`src/rtl/vdp_pkg.sv`:
```
// Shared VDP constants: active area, Game Gear LCD window and CRAM layout.
package vdp_pkg;

  localparam logic [9:0] H_ACTIVE = 10'd256;
  localparam logic [9:0] V_ACTIVE = 10'd192;

  localparam logic [9:0] GG_X0    = 10'd48;
  localparam logic [9:0] GG_Y0    = 10'd24;
  localparam logic [9:0] GG_W     = 10'd160;
  localparam logic [9:0] GG_H     = 10'd144;
  localparam logic [9:0] GG_X_END = GG_X0 + GG_W;
  localparam logic [9:0] GG_Y_END = GG_Y0 + GG_H;

  localparam int unsigned CRAM_ENTRIES = 32;
  localparam int unsigned CRAM_R_OFS   = 0;
  localparam int unsigned CRAM_G_OFS   = 4;
  localparam int unsigned CRAM_B_OFS   = 8;

  localparam logic SPR_PALETTE_BIT = 1'b1;

  typedef logic [4:0]  cram_idx_t;
  typedef logic [11:0] cram_word_t;

endpackage

```
`src/rtl/vdp_cram.sv`:
```
// Game Gear colour RAM: 32 x 12-bit entries written as even/odd byte pairs, one registered read.
module vdp_cram
  import vdp_pkg::*;
(
  input  logic       clk,
  input  logic       rst,
  input  logic       wr_i,
  input  logic [5:0] addr_i,
  input  logic [7:0] data_i,
  input  cram_idx_t  rd_idx_i,
  output cram_word_t rd_data_o
);

  cram_word_t mem_q [CRAM_ENTRIES];
  cram_word_t mem_d [CRAM_ENTRIES];
  logic [7:0] latch_q, latch_d;
  cram_word_t rd_data_q, rd_data_d;

  always_comb begin
    mem_d   = mem_q;
    latch_d = latch_q;
    if (wr_i) begin
      if (!addr_i[0]) begin
        latch_d = data_i;
      end else begin
        mem_d[addr_i[5:1]] = {data_i[3:0], latch_q};
      end
    end
  end

  // Read uses the pre-write contents, so a same-cycle write is seen one cycle later.
  always_comb rd_data_d = mem_q[rd_idx_i];

  always_ff @(posedge clk or posedge rst) begin
    if (rst) begin
      for (int i = 0; i < CRAM_ENTRIES; i++) mem_q[i] <= '0;
      latch_q   <= '0;
      rd_data_q <= '0;
    end else begin
      mem_q     <= mem_d;
      latch_q   <= latch_d;
      rd_data_q <= rd_data_d;
    end
  end

  assign rd_data_o = rd_data_q;

endmodule

```
`src/rtl/vdp_color_mixer.sv`:
```
// Final VDP pixel stage: bg/sprite arbitration, blanking, backdrop and CRAM lookup (2-clock pipe).
// Define VDP_GG_WINDOW_EN to restrict pixel_valid to the Game Gear LCD window and zero RGB outside it.
module vdp_color_mixer
  import vdp_pkg::*;
(
  input  logic       clk,
  input  logic       rst,
  input  logic [9:0] pixel_x,
  input  logic [9:0] y,
  input  logic [5:0] bg_color,
  input  logic       bg_priority,
  input  logic [3:0] spr_color,
  input  logic [3:0] backdrop_color,
  input  logic       mask_col0,
  input  logic       display_en,
  input  logic       cram_wr,
  input  logic [5:0] cram_addr,
  input  logic [7:0] cram_data,
  output logic [3:0] red,
  output logic [3:0] green,
  output logic [3:0] blue,
  output logic       pixel_valid
);

  cram_idx_t  idx_d, idx_q;
  logic       win_d, win_q;
  logic       pixel_valid_d, pixel_valid_q;
  logic       active, bg_opaque, spr_wins;
  cram_word_t rd_data, rgb;
  logic       unused_bg0;

  assign unused_bg0 = bg_color[0];

  always_comb begin
    active    = (pixel_x < H_ACTIVE) && (y < V_ACTIVE);
    bg_opaque = (bg_color[4:1] != 4'd0);
    spr_wins  = (spr_color != 4'd0) && !(bg_priority && bg_opaque);
    if (!active || !display_en || (mask_col0 && (pixel_x < 10'd8))) begin
      idx_d = {SPR_PALETTE_BIT, backdrop_color};
    end else if (spr_wins) begin
      idx_d = {SPR_PALETTE_BIT, spr_color};
    end else begin
      idx_d = bg_color[5:1];
    end
  end

  always_comb begin
`ifdef VDP_GG_WINDOW_EN
    win_d = (pixel_x >= GG_X0) && (pixel_x < GG_X_END) && (y >= GG_Y0) && (y < GG_Y_END);
`else
    win_d = active;
`endif
    pixel_valid_d = win_q;
  end

  always_ff @(posedge clk or posedge rst) begin
    if (rst) begin
      idx_q         <= '0;
      win_q         <= 1'b0;
      pixel_valid_q <= 1'b0;
    end else begin
      idx_q         <= idx_d;
      win_q         <= win_d;
      pixel_valid_q <= pixel_valid_d;
    end
  end

  vdp_cram u_cram (
    .clk       (clk),
    .rst       (rst),
    .wr_i      (cram_wr),
    .addr_i    (cram_addr),
    .data_i    (cram_data),
    .rd_idx_i  (idx_q),
    .rd_data_o (rd_data)
  );

  // Both operands are registered, so the output stays glitch-free and fully 2-clock aligned.
  always_comb begin
`ifdef VDP_GG_WINDOW_EN
    rgb = pixel_valid_q ? rd_data : '0;
`else
    rgb = rd_data;
`endif
  end

  assign red         = rgb[CRAM_R_OFS +: 4];
  assign green       = rgb[CRAM_G_OFS +: 4];
  assign blue        = rgb[CRAM_B_OFS +: 4];
  assign pixel_valid = pixel_valid_q;

endmodule
```
`config.mk`:
```
export PLATFORM = sky130hd
export DESIGN_NAME = vdp_color_mixer
export DESIGN_NICKNAME = d
export VERILOG_FILES = /design/src/rtl/vdp_pkg.sv /design/src/rtl/vdp_cram.sv /design/src/rtl/vdp_color_mixer.sv
export SDC_FILE = /design/constraint.sdc
export NUM_CORES = 1
export LEC_CHECK = 0
export BUFFER_PORTS_ARGS = -buffer_cell sky130_fd_sc_hd__buf_4
export CAP_MARGIN = 10
export CORE_MARGIN = 1.5
export CORE_UTILIZATION = 42
export CTS_BUF_LIST = sky130_fd_sc_hd__clkbuf_8 sky130_fd_sc_hd__clkbuf_16
export DETAILED_ROUTE_END_ITERATION = 10
export PLACE_DENSITY = 0.59
export SYNTH_ARGS = -nofsm -noshare
export SYNTH_HDL_FRONTEND = slang
export SYNTH_SLANG_ARGS = --single-unit
```
`constraint.sdc`:
```
create_clock -name clk -period 19.9 [get_ports clk]
set_input_delay 0.995 -clock clk [delete_from_list [all_inputs] [get_ports clk]]
set_output_delay 0.995 -clock clk [all_outputs]
set_load 0.05 [all_outputs]
```
=== Yosys cells after proc, flatten, opt, wreduce, memory -nomap -nowiden ===
Index checks and enable logic that the tools add are counted.

* Order comparisons: 6
* Muxes and demuxes: 8
* Bitwise logic cells: 3
* Reduce and logical (&&, ||, !) cells: 14

{| class="wikitable"
|+ Operators with widths
! operator !! count
|-
| 384-bit bitwise mux || 1
|-
| 12-bit binary-select mux with 5-bit select || 1
|-
| 12-bit demux with 5-bit select || 1
|-
| 12-bit two-way mux || 3
|-
| 6-bit greater-or-equal comparator, second input constant || 2
|-
| 5-bit NOT with 6-bit output || 2
|-
| 10-bit by 4-bit less-than comparator with 1-bit output, second input constant || 1
|-
| 10-bit by 8-bit less-than comparator with 1-bit output, second input constant || 1
|-
| 10-bit by 9-bit less-than comparator with 1-bit output, second input constant || 1
|-
| 5-bit two-way mux || 2
|-
| 4-bit nonzero test || 2
|-
| 6-bit by 1-bit less-than comparator with 1-bit output, second input constant || 1
|-
| 1-bit logical AND || 5
|-
| 2-bit AND reduction || 2
|-
| 1-bit logical NOT || 3
|-
| 1-bit logical OR || 2
|-
| 1-bit NOT || 1
|}

* Register bits after elaboration: 411
* Input bits: 54
* Output and inout port bits: 13
* Word-level logic and storage cells: 68

=== Depth between registers and ports, before layout ===
* Depth in word-level cells: 6
* Depth in mapped cells: 8
* Mapped depth without buffers: 5

=== Cells and area by module ===
A second synthesis with hierarchy kept.

* Cell total of the unflattened synthesis: 1,387
* Area, all modules: 19,019.5 µm²

{| class="wikitable"
|+ By module, submodules not included
! module !! instances !! cells each !! area an instance (µm²) !! seq. area each (µm²)
|-
| vdp_cram || 1 || 1,345 || 18,607.8 || 10,109.7
|-
| vdp_color_mixer || 1 || 42 || 411.6 || 175.2
|}

=== Worst setup path before layout ===
Ideal clock, no wire load.

* Kind: in2reg
* Start point: input cram_wr
* End point: register u_cram.mem_q[132] in the netlist's numbering
* Setup time: 0.125 ns
* Data arrival time: 2.136 ns
* Data required time: 19.775 ns
* Setup slack: 17.639 ns
* Stages: 5
* Path buffers: 1
* Path through: nand2_1 or3_4 nor2_1 buf_4 mux2_2

* Cells in the longest elaborated chain, start to end: 1

{| class="wikitable"
|+ RTL lines
! item !! line !! source
|-
| from (decl) || vdp_color_mixer.sv:16 || <nowiki>input logic cram_wr,</nowiki>
|-
| 2-bit AND reduction (no source line) || -- ||
|-
| to (signal assigned) || vdp_cram.sv:40 || <nowiki>mem_q <= mem_d;</nowiki>
|-
| to (decl) || vdp_cram.sv:14 || <nowiki>cram_word_t mem_q [CRAM_ENTRIES];</nowiki>
|}

No other way between the ends.
A chain may end at the register's enable or synchronous reset.

=== Worst setup path in the final report ===
* Start point: register idx_q[1]
* End point: register u_cram.rd_data_q[11], in the netlist u_cram.rd_data_o[11]

* Cells in the longest elaborated chain, start to end: 4

{| class="wikitable"
|+ RTL lines
! item !! line !! source
|-
| from (decl) || vdp_color_mixer.sv:25 || <nowiki>cram_idx_t idx_d, idx_q;</nowiki>
|-
| from (signal assigned) || vdp_color_mixer.sv:62 || <nowiki>idx_q <= idx_d;</nowiki>
|-
| 5-bit NOT with 6-bit output (implied by the code) || vdp_cram.sv:32 || <nowiki>always_comb rd_data_d = mem_q[rd_idx_i];</nowiki>
|-
| 12-bit binary-select mux with 5-bit select || vdp_cram.sv:32 ||
|-
| 12-bit two-way mux (implied by the code) (2 in series) || vdp_cram.sv:32 ||
|-
| named net u_cram.rd_data_d[11] || vdp_cram.sv:17 || <nowiki>cram_word_t rd_data_q, rd_data_d;</nowiki>
|-
| to (signal assigned) || vdp_cram.sv:42 || <nowiki>rd_data_q <= rd_data_d;</nowiki>
|-
| to (decl) || vdp_cram.sv:17 ||
|}

The timed path passes the listed nets, and every way through them passes these cells. The select of a mux whose other input is x is not followed.

==> flow_summary.json <==
{
  "syn-num-nets": 1426,
  "worstPathCellList": "buf_4 -> buf_4 -> mux2i_1 -> a22oi_1 -> nand4_1 -> nand3_1",
  "p_leak_nw": 10.25,
  "gp_congestion": 0.7595,
  "setup_ws_ns": 16.30,
  "critPathSlowestCell": "dfrtp_4",
  "fillers": 3913,
  "critPathMaxStageDelay_ns": 0.87,
  "netlist_instances": 1372,
  "status": "finished clean",
  "finalClockSkew_ns": 0.01776,
  "hold_buffers": 0,
  "clkTransAtPathRegs_ns": 0.06,
  "vdd_drop_max_uv": 57.90,
  "drive_gt1_share_pct": 39.93,
  "grt_pass1_wl_microns": 72000,
  "critPathLaunchType": "flop",
  "die-area_sq_um": 46160,
  "relSlewSlack_pct": 16.51,
  "drv_slew": 0,
  "die_x_microns": 214.8,
  "grt_max_degree": 157,
  "antenna_found_initial": 1,
  "placed_area_sq_um": 19620,
  "ys_seq_area_share_pct": 54.57,
  "fp.dieH_microns": 214.8,
  "cts_setup_buffers": 0,
  "clk_path_buf_depth": 3,
  "yosys_warnings": 0,
  "fin_area_sq_um": 21280,
  "cts_resized": 0,
  "dp_slack_ns": 16.21,
  "drc": 0,
  "insertion_delay_ns": 0.58,
  "viasPerCell": 5.554,
  "cp-end-kind": "flop",
  "cts_buffers": 45,
  "rsz0062_at_grt": "no",
  "cts.sinks": 411,
  "ios": 67,
  "ant_nets": 0,
  "clock-root-buffer": "clkbuf_16",
  "dp_hpwl_microns": 26350,
  "route.vias.total": 11150,
  "numPortBuffers": 56,
  "timing.final.crit_period_ns": 3.601,
  "maxCapViolations": 0,
  "hold_violations": 0,
  "nets": 1437,
  "required_ns": 20.28,
  "core-area_sq_um": 44220,
  "period_share_pct": 18.09,
  "powerDensity_nw_per_um2": 103.5,
  "stdcell_count": 2008,
  "setup_tns_ns": 0,
  "setup_viol": 0,
  "syn-cell-area_sq_um": 18850,
  "drt_iter0_drc": 876,
  "grt_usage_pct": 20.58,
  "avgSynthCellArea_sq_um": 13.74,
  "drtPass1Iterations": 5,
  "layout_commonest_cell": "dfrtp_1",
  "layout_common_cells": "dfrtp_1, mux2_2, mux2i_1, buf_4, a22oi_1",
  "path_common_cell": "buf_4",
  "drt_wl_total_microns": 46490,
  "synth-seq-cells": 411,
  "cts_tree": "built",
  "ys_types": 37,
  "fmax_mhz": 277.7,
  "drt-wirelength-per-cell_microns": 23.15,
  "grt_pass1_vias": 11520,
  "cp.arrival_ns": 3.98,
  "crit_fanout": 52,
  "row_count": 77,
  "dpl.cell_count": 1925,
  "criticalPathCategory": "flop to flop",
  "htreeDepth": 2,
  "syn2layout_area_growth_pct": 12.89,
  "finalPower_w": 0.002202,
  "start_util_pct": 42.62,
  "worstMarginPinSlew_ns": 1.252,
  "overflow": 0,
  "hold_class": "flop to flop"
}
-- final cells by class --
| class | count | area, sq um | area share (%) |
|---|---|---|---|
| diodes | 1 | 2.502 | 0.01176 |
| clock buffers | 59 | 1341 | 6.304 |
| clock inverters | 20 | 245.2 | 1.153 |
| inverters | 2 | 15.01 | 0.07057 |
| multi-input cells | 843 | 7983 | 37.52 |
| flip-flops and latches | 411 | 10290 | 48.36 |
| well taps | 592 | 740.7 | 3.481 |
| repair buffers | 80 | 660.6 | 3.105 |
-- final timing paths --
| check | startpoint | to | slack (ns) | depth (start not counted) |
|---|---|---|---|---|
| hold / removal | pixel_valid_d$_DFF_PP0_ | pixel_valid$_DFF_PP0_ | 0.35 | 0 |
| hold reg to reg | pixel_valid_d$_DFF_PP0_ | pixel_valid$_DFF_PP0_ | 0.35 | 0 |
| max in group asynchronous | rst | u_cram.mem_q[198]$_DFFE_PP0P_ | 17.16 | 4 |
| setup / recovery | idx_q[1]$_DFF_PP0_ | u_cram.rd_data_o[11]$_DFF_PP0_ | 16.30 | 6 |
| setup reg to reg | idx_q[1]$_DFF_PP0_ | u_cram.rd_data_o[11]$_DFF_PP0_ | 16.30 | 6 |
| min in group asynchronous | rst | pixel_valid$_DFF_PP0_ | 0.51 | 2 |
-- cell usage after synthesis --
cell type  instances  area (sq um)
dfrtp_1          411         10280
mux2_2           390          4392
mux2i_1          194          1942
clkbuf_1          59         221.5
a22oi_1           50         375.4
nand2_1           45         168.9
buf_2             27         135.1
nand3_1           26         130.1
a21oi_1           24         120.1
a22o_1            24         210.2
buf_4             24         180.2
nor2_1            15         56.30
nor3_1            14         70.07
nand4_1           13         81.33
a31oi_1           12         75.07
buf_6              6         67.56
nor2_4             4         45.04
o21ai_0            4         20.02
nand2b_1           3         18.77
nand3b_1           3         22.52
nor2b_1            3         18.77
nor3b_2            3         37.54
and2_1             2         12.51
mux2_1             2         22.52
or3_4              2         22.52
a21oi_4            1         16.27
inv_1              1         3.750
inv_2              1         3.750
nand3_4            1         17.52
nor3_2             1         10.01
nor4_1             1         6.260
nor4b_1            1         8.760
o41ai_1            1         8.760
o41ai_2            1         16.27
or2_2              1         6.260
or3b_1             1         8.760
or4_4              1         11.26
-- metrics by stage --
stage               hold WS, ns  utilization [%]
floorplan                0.3312                -
global placement         0.3405            44.36
detailed placement       0.3402            44.36
CTS                      0.3543            47.95
global route             0.3688            48.11
finish                   0.3492            48.11
-- worst max-delay path: cells and delay by family, from the launching register on --
family / cells / cell delay, ns
compound gates: 1 / 0.11
buf+inv: 2 / 1.60
flops: 1 / 0.87
mux: 1 / 0.30
simple gates: 2 / 0.44
-- registers in the layout, indices dropped and copies added (netlist names) --
register	flops
u_cram.mem_q	384
pixel_valid	1
u_cram.latch_q	8
idx_q	5
u_cram.rd_data_o	12
pixel_valid_d	1
-- cell families after synthesis --
logic type | after synthesis | share of synthesized area (%)
buffers and inverters | 118 | 3.246
and+or+nand+nor | 140 | 3.996
AOI/OAI and AO/OA | 117 | 4.468
muxes | 586 | 33.72
DFF | 411 | 54.57
-- report_power, final --
group / switching [W] / internal, W
logic: 0.000134 / 0.000151
clock network: 0.000336 / 0.000548
registers: 0.0000787 / 0.000955
total: 0.000548 / 0.00165
-- metal layers --
metal / vias to the layer above / GRT usage (%) / share of wire, %
met2: 217 / 31.45 / 45
met5: - / 0 / 0
met1: 5875 / 29.91 / 48
met3: 54 / 3.581 / 4.2
li1: 5006 / - / -
met4: 0 / 6.056 / 2.1
(Power assumes the default switching activity.)
